## src/rtl/pc_trap_ctrl.sv

```systemverilog
// pc_trap_ctrl: selects CPU_PC next-PC source, merging decoder choice with illegal-op traps and IRQs
module pc_trap_ctrl #(
  parameter int IRQ_HOLDOFF = 1,
  parameter int CNT_W = 4
) (
  input  logic        clk,
  input  logic        reset,
  input  logic [2:0]  dec_pcsrc,
  input  logic        instr_valid,
  input  logic        illop,
  input  logic        eret,
  input  logic        irq,
  input  logic [31:0] pc,
  output logic [2:0]  pcsrc,
  output logic [31:0] epc,
  output logic        epc_we,
  output logic        flush,
  output logic        irq_ack,
  output logic        kernel,
  output logic        double_fault
);
  typedef enum logic [1:0] {USER, KERNEL, HOLD} state_t;
  localparam logic [CNT_W-1:0] HO_LOAD = CNT_W'(IRQ_HOLDOFF - 1);
  state_t           state;
  logic             pending;
  logic [CNT_W-1:0] cnt;
  logic             take_ill, take_irq, do_eret;
  // a request arriving this cycle is taken immediately, not one cycle later
  always_comb begin
    take_ill = instr_valid & illop;
    take_irq = instr_valid & ~illop & (pending | irq) & (state == USER);
    do_eret  = instr_valid & ~illop & eret & (state == KERNEL);
    pcsrc    = take_ill ? 3'b100 : take_irq ? 3'b101 : do_eret ? 3'b011 : dec_pcsrc;
    flush    = take_ill | take_irq;
    epc_we   = take_irq | (take_ill & (state != KERNEL));
    irq_ack  = take_irq;
    kernel   = (state == KERNEL);
  end
  always_ff @(posedge clk) begin
    if (reset) begin
      state        <= USER;
      pending      <= 1'b0;
      cnt          <= '0;
      epc          <= '0;
      double_fault <= 1'b0;
    end else begin
      pending <= take_irq ? 1'b0 : (pending | irq);
      if (epc_we) epc <= take_irq ? pc : pc + 32'd4;
      if (take_ill && state == KERNEL) double_fault <= 1'b1;
      if (take_ill || take_irq) begin
        state <= KERNEL;
        cnt   <= '0;
      end else if (do_eret) begin
        state <= (IRQ_HOLDOFF == 0) ? USER : HOLD;
        cnt   <= HO_LOAD;
      end else if (state == HOLD) begin
        if (cnt == '0) state <= USER;
        else cnt <= cnt - 1'b1;
      end
    end
  end
endmodule

```

## config.mk

```make
export PLATFORM = sky130hd
export DESIGN_NAME = pc_trap_ctrl
export DESIGN_NICKNAME = d
export VERILOG_FILES = /design/src/rtl/pc_trap_ctrl.sv
export SDC_FILE = /design/constraint.sdc
export NUM_CORES = 1
export LEC_CHECK = 0
export CORE_MARGIN = 8
export CORE_UTILIZATION = 35
export CTS_CLUSTER_DIAMETER = 40
export DETAILED_ROUTE_END_ITERATION = 8
export MAX_ROUTING_LAYER = met4
export PLACE_DENSITY = 0.68
export SYNTH_ARGS = -nofsm -noshare
export SYNTH_HDL_FRONTEND = slang
export SYNTH_SLANG_ARGS = --single-unit
```

## constraint.sdc

```tcl
create_clock -name clk -period 4.1 [get_ports clk]
set_input_delay 0.82 -clock clk [delete_from_list [all_inputs] [get_ports clk]]
set_output_delay 0.82 -clock clk [all_outputs]
set_load 0.01 [all_outputs]
```

==> report_table.html <==
<table>
<tr><th>Metric</th><th>Value</th></tr>
<tr><th colspan="2">Run status</th></tr>
<tr><td>Result of the run</td><td>finished clean</td></tr>
<tr><th colspan="2">Pwr</th></tr>
<tr><td>Clock network power share</td><td>0.319</td></tr>
<tr><td>Power density normalized to cell area</td><td>roughly 320 nW/um^2</td></tr>
<tr><td>Cell Int Power</td><td>about 0.00073 W</td></tr>
<tr><td>Worst IR drop on VDD</td><td>approximately 0.14 mV</td></tr>
<tr><td>Sequential Power Share</td><td>0.434</td></tr>
<tr><td>Post-layout total power</td><td>~0.0010 W</td></tr>
<tr><td>Static leakage power</td><td>1.11 nW</td></tr>
<tr><td>Switching power of the nets</td><td>approximately 0.00027 W</td></tr>
<tr><td>Net switching fraction of the power</td><td>0.270</td></tr>
<tr><td>Logic pwr share</td><td>0.247</td></tr>
<tr><th colspan="2">Critical path</th></tr>
<tr><td>Setup Crit Path Kind</td><td>in -&gt; out</td></tr>
<tr><td>Reg2Reg Depth</td><td>7</td></tr>
<tr><td>Critical Path, Cell by Cell</td><td>clkdlybuf4s50_1, or3b_2, nor2_2, a21o_1, a21o_1, clkdlybuf4s50_1</td></tr>
<tr><td>Reg-to-reg setup timing slack</td><td>between 2 and 2.5 ns</td></tr>
<tr><td>CP Buf/Inv Count</td><td>2</td></tr>
<tr><td>Crit path max-delay family</td><td>buffers and inverters</td></tr>
<tr><td>Critical path required time</td><td>3.28 ns</td></tr>
<tr><td>WP data arrival</td><td>2.90 ns</td></tr>
<tr><td>Total stage count of the critical path</td><td>6</td></tr>
<tr><td>Crit-path max FO</td><td>7</td></tr>
<tr><td>Master of the slowest instance on the critical path</td><td>clkdlybuf4s50_1</td></tr>
<tr><td>Worst reg2reg startpoint</td><td>state[1]</td></tr>
<tr><td>Critical R2R Capture</td><td>epc[31]</td></tr>
<tr><td>Delay contributed by the slowest stage of the critical path</td><td>just under 0.6 ns</td></tr>
<tr><td>Nature of the critical path startpoint</td><td>input pin</td></tr>
<tr><td>CP Capture Type</td><td>output port</td></tr>
<tr><th colspan="2">Final layout</th></tr>
<tr><td>Layout overhead on the synthesized area</td><td>44.2%</td></tr>
<tr><td>NumNets Final</td><td>384</td></tr>
<tr><td>Filler cells</td><td>600</td></tr>
<tr><td>N_diodes</td><td>0</td></tr>
<tr><td>Final core utilization</td><td>0.511</td></tr>
<tr><td>Share of post-route cells with drive strength above 1</td><td>0.0789</td></tr>
<tr><th colspan="2">Floorplanning</th></tr>
<tr><td>Row cnt</td><td>29</td></tr>
<tr><td>Core Area</td><td>between 6000 and 7000 sq um</td></tr>
<tr><td>Die X</td><td>about 95 um</td></tr>
<tr><td>Starting Density</td><td>0.354</td></tr>
<tr><td>Die area</td><td>between 9000 and 10000 sq um</td></tr>
<tr><td>Die extent in y</td><td>95.2 um</td></tr>
<tr><td>Number of ports placed on the die boundary</td><td>81</td></tr>
<tr><th colspan="2">STA</th></tr>
<tr><td>Fmax</td><td>roughly 270 MHz</td></tr>
<tr><td>Total of endpoints with negative setup slack in the final report</td><td>0</td></tr>
<tr><td>WHS</td><td>0.457 ns</td></tr>
<tr><td>Final setup TNS</td><td>0 ns</td></tr>
<tr><td>Worst slew pin tran</td><td>about 0.75 ns</td></tr>
<tr><td>Fin crit share</td><td>0.907</td></tr>
<tr><td>Final number of hold-violating endpoints</td><td>0</td></tr>
<tr><td>PnR worst setup slack</td><td>around 0.38 ns</td></tr>
<tr><td>Minimum period implied by the final worst setup slack</td><td>approximately 3.7 ns</td></tr>
<tr><td>RSZ-0062 raised after global routing</td><td>false</td></tr>
<tr><td>Worst slew margin relative to its limit</td><td>0.502</td></tr>
<tr><td>Count of final max-slew check failures</td><td>0</td></tr>
<tr><td>Clock Skews</td><td>~0.0076 ns</td></tr>
<tr><th colspan="2">Hold path</th></tr>
<tr><td>Hold worst-path end</td><td>epc[0]</td></tr>
<tr><td>Hold Crit Class</td><td>reg -&gt; reg</td></tr>
<tr><td>Worst min-delay path startpoint</td><td>epc[0]</td></tr>
<tr><td>Number of cells on the worst hold path</td><td>2</td></tr>
<tr><th colspan="2">Yosys</th></tr>
<tr><td>Ys flop type</td><td>dfxtp_1</td></tr>
<tr><td>Synth warn</td><td>0</td></tr>
<tr><td>Unique cell type count in the Yosys netlist</td><td>47</td></tr>
<tr><td>Yosys top cell area share</td><td>0.364</td></tr>
<tr><td>Synthesized area per cell</td><td>roughly 8.3 sq um</td></tr>
<tr><td>Ranking of synthesized cells by area</td><td>dfxtp_1 36%, a211oi_1 8.2%, nor2_1 6.5%, xnor2_1 5.6%, xor2_1 5.2%</td></tr>
<tr><td>Post-synthesis cell type with the largest combined area</td><td>dfxtp_1</td></tr>
<tr><td>Async set-reset flop share out of synthesis</td><td>0</td></tr>
<tr><td>Synthesized area</td><td>between 2000 and 2500 sq um</td></tr>
<tr><td>Instance count of the mapped netlist</td><td>~270</td></tr>
<tr><td>Net count of the mapped netlist</td><td>around 310</td></tr>
<tr><td>Synthesized flop and latch total</td><td>40</td></tr>
<tr><td>EDFF count, synth</td><td>0</td></tr>
<tr><td>Sequential cell area fraction in the yosys report</td><td>0.364</td></tr>
<tr><th colspan="2">Place</th></tr>
<tr><td>Post-Place Setup Slack</td><td>slightly below 0.4 ns</td></tr>
<tr><td># port buffers</td><td>80</td></tr>
<tr><td>Half-perimeter wire length after placement</td><td>approximately 4700 um</td></tr>
<tr><td>Gp weighted congestion</td><td>roughly 0.83</td></tr>
<tr><th colspan="2">Clock network</th></tr>
<tr><td>Post-CTS Resized</td><td>0</td></tr>
<tr><td>CTS tree</td><td>yes</td></tr>
<tr><td>Sinks on the clock net</td><td>40</td></tr>
<tr><td>Number of clock buffers inserted by TritonCTS</td><td>5</td></tr>
<tr><td>H-tree level count</td><td>2</td></tr>
<tr><td>Clock insertion delay at the later pin of the skew report</td><td>slightly below 0.3 ns</td></tr>
<tr><td>Number of buffers added to fix hold violations after cts</td><td>0</td></tr>
<tr><td>Post-CTS Setup Inserts</td><td>0</td></tr>
<tr><td>Deepest clock path buffer count</td><td>2</td></tr>
<tr><td>Clk root buf</td><td>clkbuf_8</td></tr>
<tr><td>Clk pin slew, worst setup/hold paths</td><td>roughly 0.080 ns</td></tr>
<tr><th colspan="2">Global route</th></tr>
<tr><td>Number of global-route vias before repair</td><td>~2200</td></tr>
<tr><td>Wire length of the first global-routing pass</td><td>~9900 um</td></tr>
<tr><td>Total routing usage reported by global routing</td><td>0.140</td></tr>
<tr><td>Initial antenna violation count</td><td>0</td></tr>
<tr><td>Pin count of the biggest net entering global routing</td><td>57</td></tr>
<tr><td>Overall overflow remaining after global route</td><td>0</td></tr>
<tr><th colspan="2">Drt</th></tr>
<tr><td>WL/cell</td><td>around 15 um</td></tr>
<tr><td>Ratio of routed vias to standard cells</td><td>slightly above 5</td></tr>
<tr><td>Overall via count from detail_route</td><td>2157</td></tr>
<tr><td>First DRT Iteration DRCs</td><td>81</td></tr>
<tr><td>Wire length after detailed routing</td><td>6120 um</td></tr>
<tr><td>Pre-antenna DRT Iters</td><td>4</td></tr>
<tr><td>Final antenna-violating net count</td><td>0</td></tr>
<tr><td>DRC violations left</td><td>0</td></tr>
<tr><th colspan="2">Flow run</th></tr>
<tr><td>Max-cap check violation count</td><td>0</td></tr>
</table>
## how the worst max path moves through the flow
stage / slack [ns] / startpoint / to
floorplan: 1.34 / illop / pcsrc[2]
global route: 0.27 / instr_valid / pcsrc[2]
detailed placement: 0.40 / instr_valid / pcsrc[2]
finish: 0.38 / instr_valid / pcsrc[2]
CTS: 0.38 / instr_valid / pcsrc[2]
global placement: 0.43 / instr_valid / pcsrc[2]
## worst register-to-register path: cells and delay by family, from the launching register on
family	cells	cell delay, ns
simple gates	1	0.15
flops	1	0.36
compound gates	3	0.73
buf+inv	3	0.71
## flip-flops by register name, summed over array words and instances (netlist names)
register	cells
state	2
double_fault	1
cnt	4
pending	1
epc	32
## synth_stat cells, types with 3 or more instances
| cell | count |
|---|---|
| buf_2 | 3 |
| nand3_1 | 10 |
| clkbuf_1 | 7 |
| nor2_1 | 38 |
| a21oi_1 | 7 |
| nand4_1 | 13 |
| dfxtp_1 | 40 |
| a311oi_1 | 3 |
| xor2_1 | 13 |
| or3_1 | 5 |
| a211oi_1 | 24 |
| o21ai_0 | 5 |
| and3_1 | 4 |
| xnor2_1 | 14 |
| nand2_1 | 15 |
| inv_1 | 10 |
| nor3_1 | 10 |
| nor3_2 | 4 |
| buf_1 | 5 |
## layout make-up
| cell class | count | area (sq um) | share of cell area |
|---|---|---|---|
| Multi-Input combinational cell | 199 | 1290 | 0.406 |
| Timing Repair Buffer | 85 | 838 | 0.265 |
| Sequential cell | 40 | 801 | 0.253 |
| Tap cell | 77 | 96.3 | 0.0304 |
| Clock buffer | 6 | 72.6 | 0.0229 |
| Inverter | 10 | 37.5 | 0.0118 |
| Clock inverter | 2 | 35.0 | 0.0111 |
## metal layers
metal | vias to the layer above | global-route usage | share of wire
li1 | 1105 | - | -
met1 | 987 | 0.166 | 0.47
met2 | 57 | 0.230 | 0.47
met3 | 8 | 0.0339 | 0.050
met4 | 0 | 0.0403 | 0.012
met5 | - | - | 0
## cells in the final DEF (no fill, tap or decap), drive strengths merged, types with 2 or more instances in the layout
master,instances
dfxtp,40
nand2,15
nor3,14
and3,4
a21oi,7
clkbuf,6
or3,5
xnor2,14
clkdlybuf4s50,80
and4,2
buf,5
nand3b,2
a211oi,25
a22o,2
o21ai,5
nand4,14
or3b,2
nand3,10
nor2b,2
xor2,13
and2,3
a311oi,3
ha,2
nor2,39
inv,10
a21o,2
## kinds of logic after synthesis
family | synth area share
XOR/XNOR | 0.108
flip-flops | 0.364
multiplexers | 0.00456
buffers and inverters | 0.0495
AO/OA/AOI/OAI | 0.170
adder cells (fa/ha/maj) | 0.0114
AND/OR/NAND/NOR | 0.293
## power by group through the flow
| stage | clock, W | sequential (W) | combinational [W] |
|---|---|---|---|
| after CTS | 0.000327 | 0.000437 | 0.000252 |
| final | 0.000320 | 0.000436 | 0.000248 |
| after floorplan | 0 | 0.000457 | 0.0000964 |
| after global placement | 0 | 0.000445 | 0.000249 |
| after detailed placement | 0 | 0.000446 | 0.000250 |
| after global routing | 0.000348 | 0.000440 | 0.000272 |
## stage by stage
step	std cells	area [sq um]
after global placement	411	3060
after global routing	419	3170
final	419	3170
after CTS	419	3170
after detailed placement	411	3060
after floorplan	265	2200
Power figures use the tool's default switching activity.
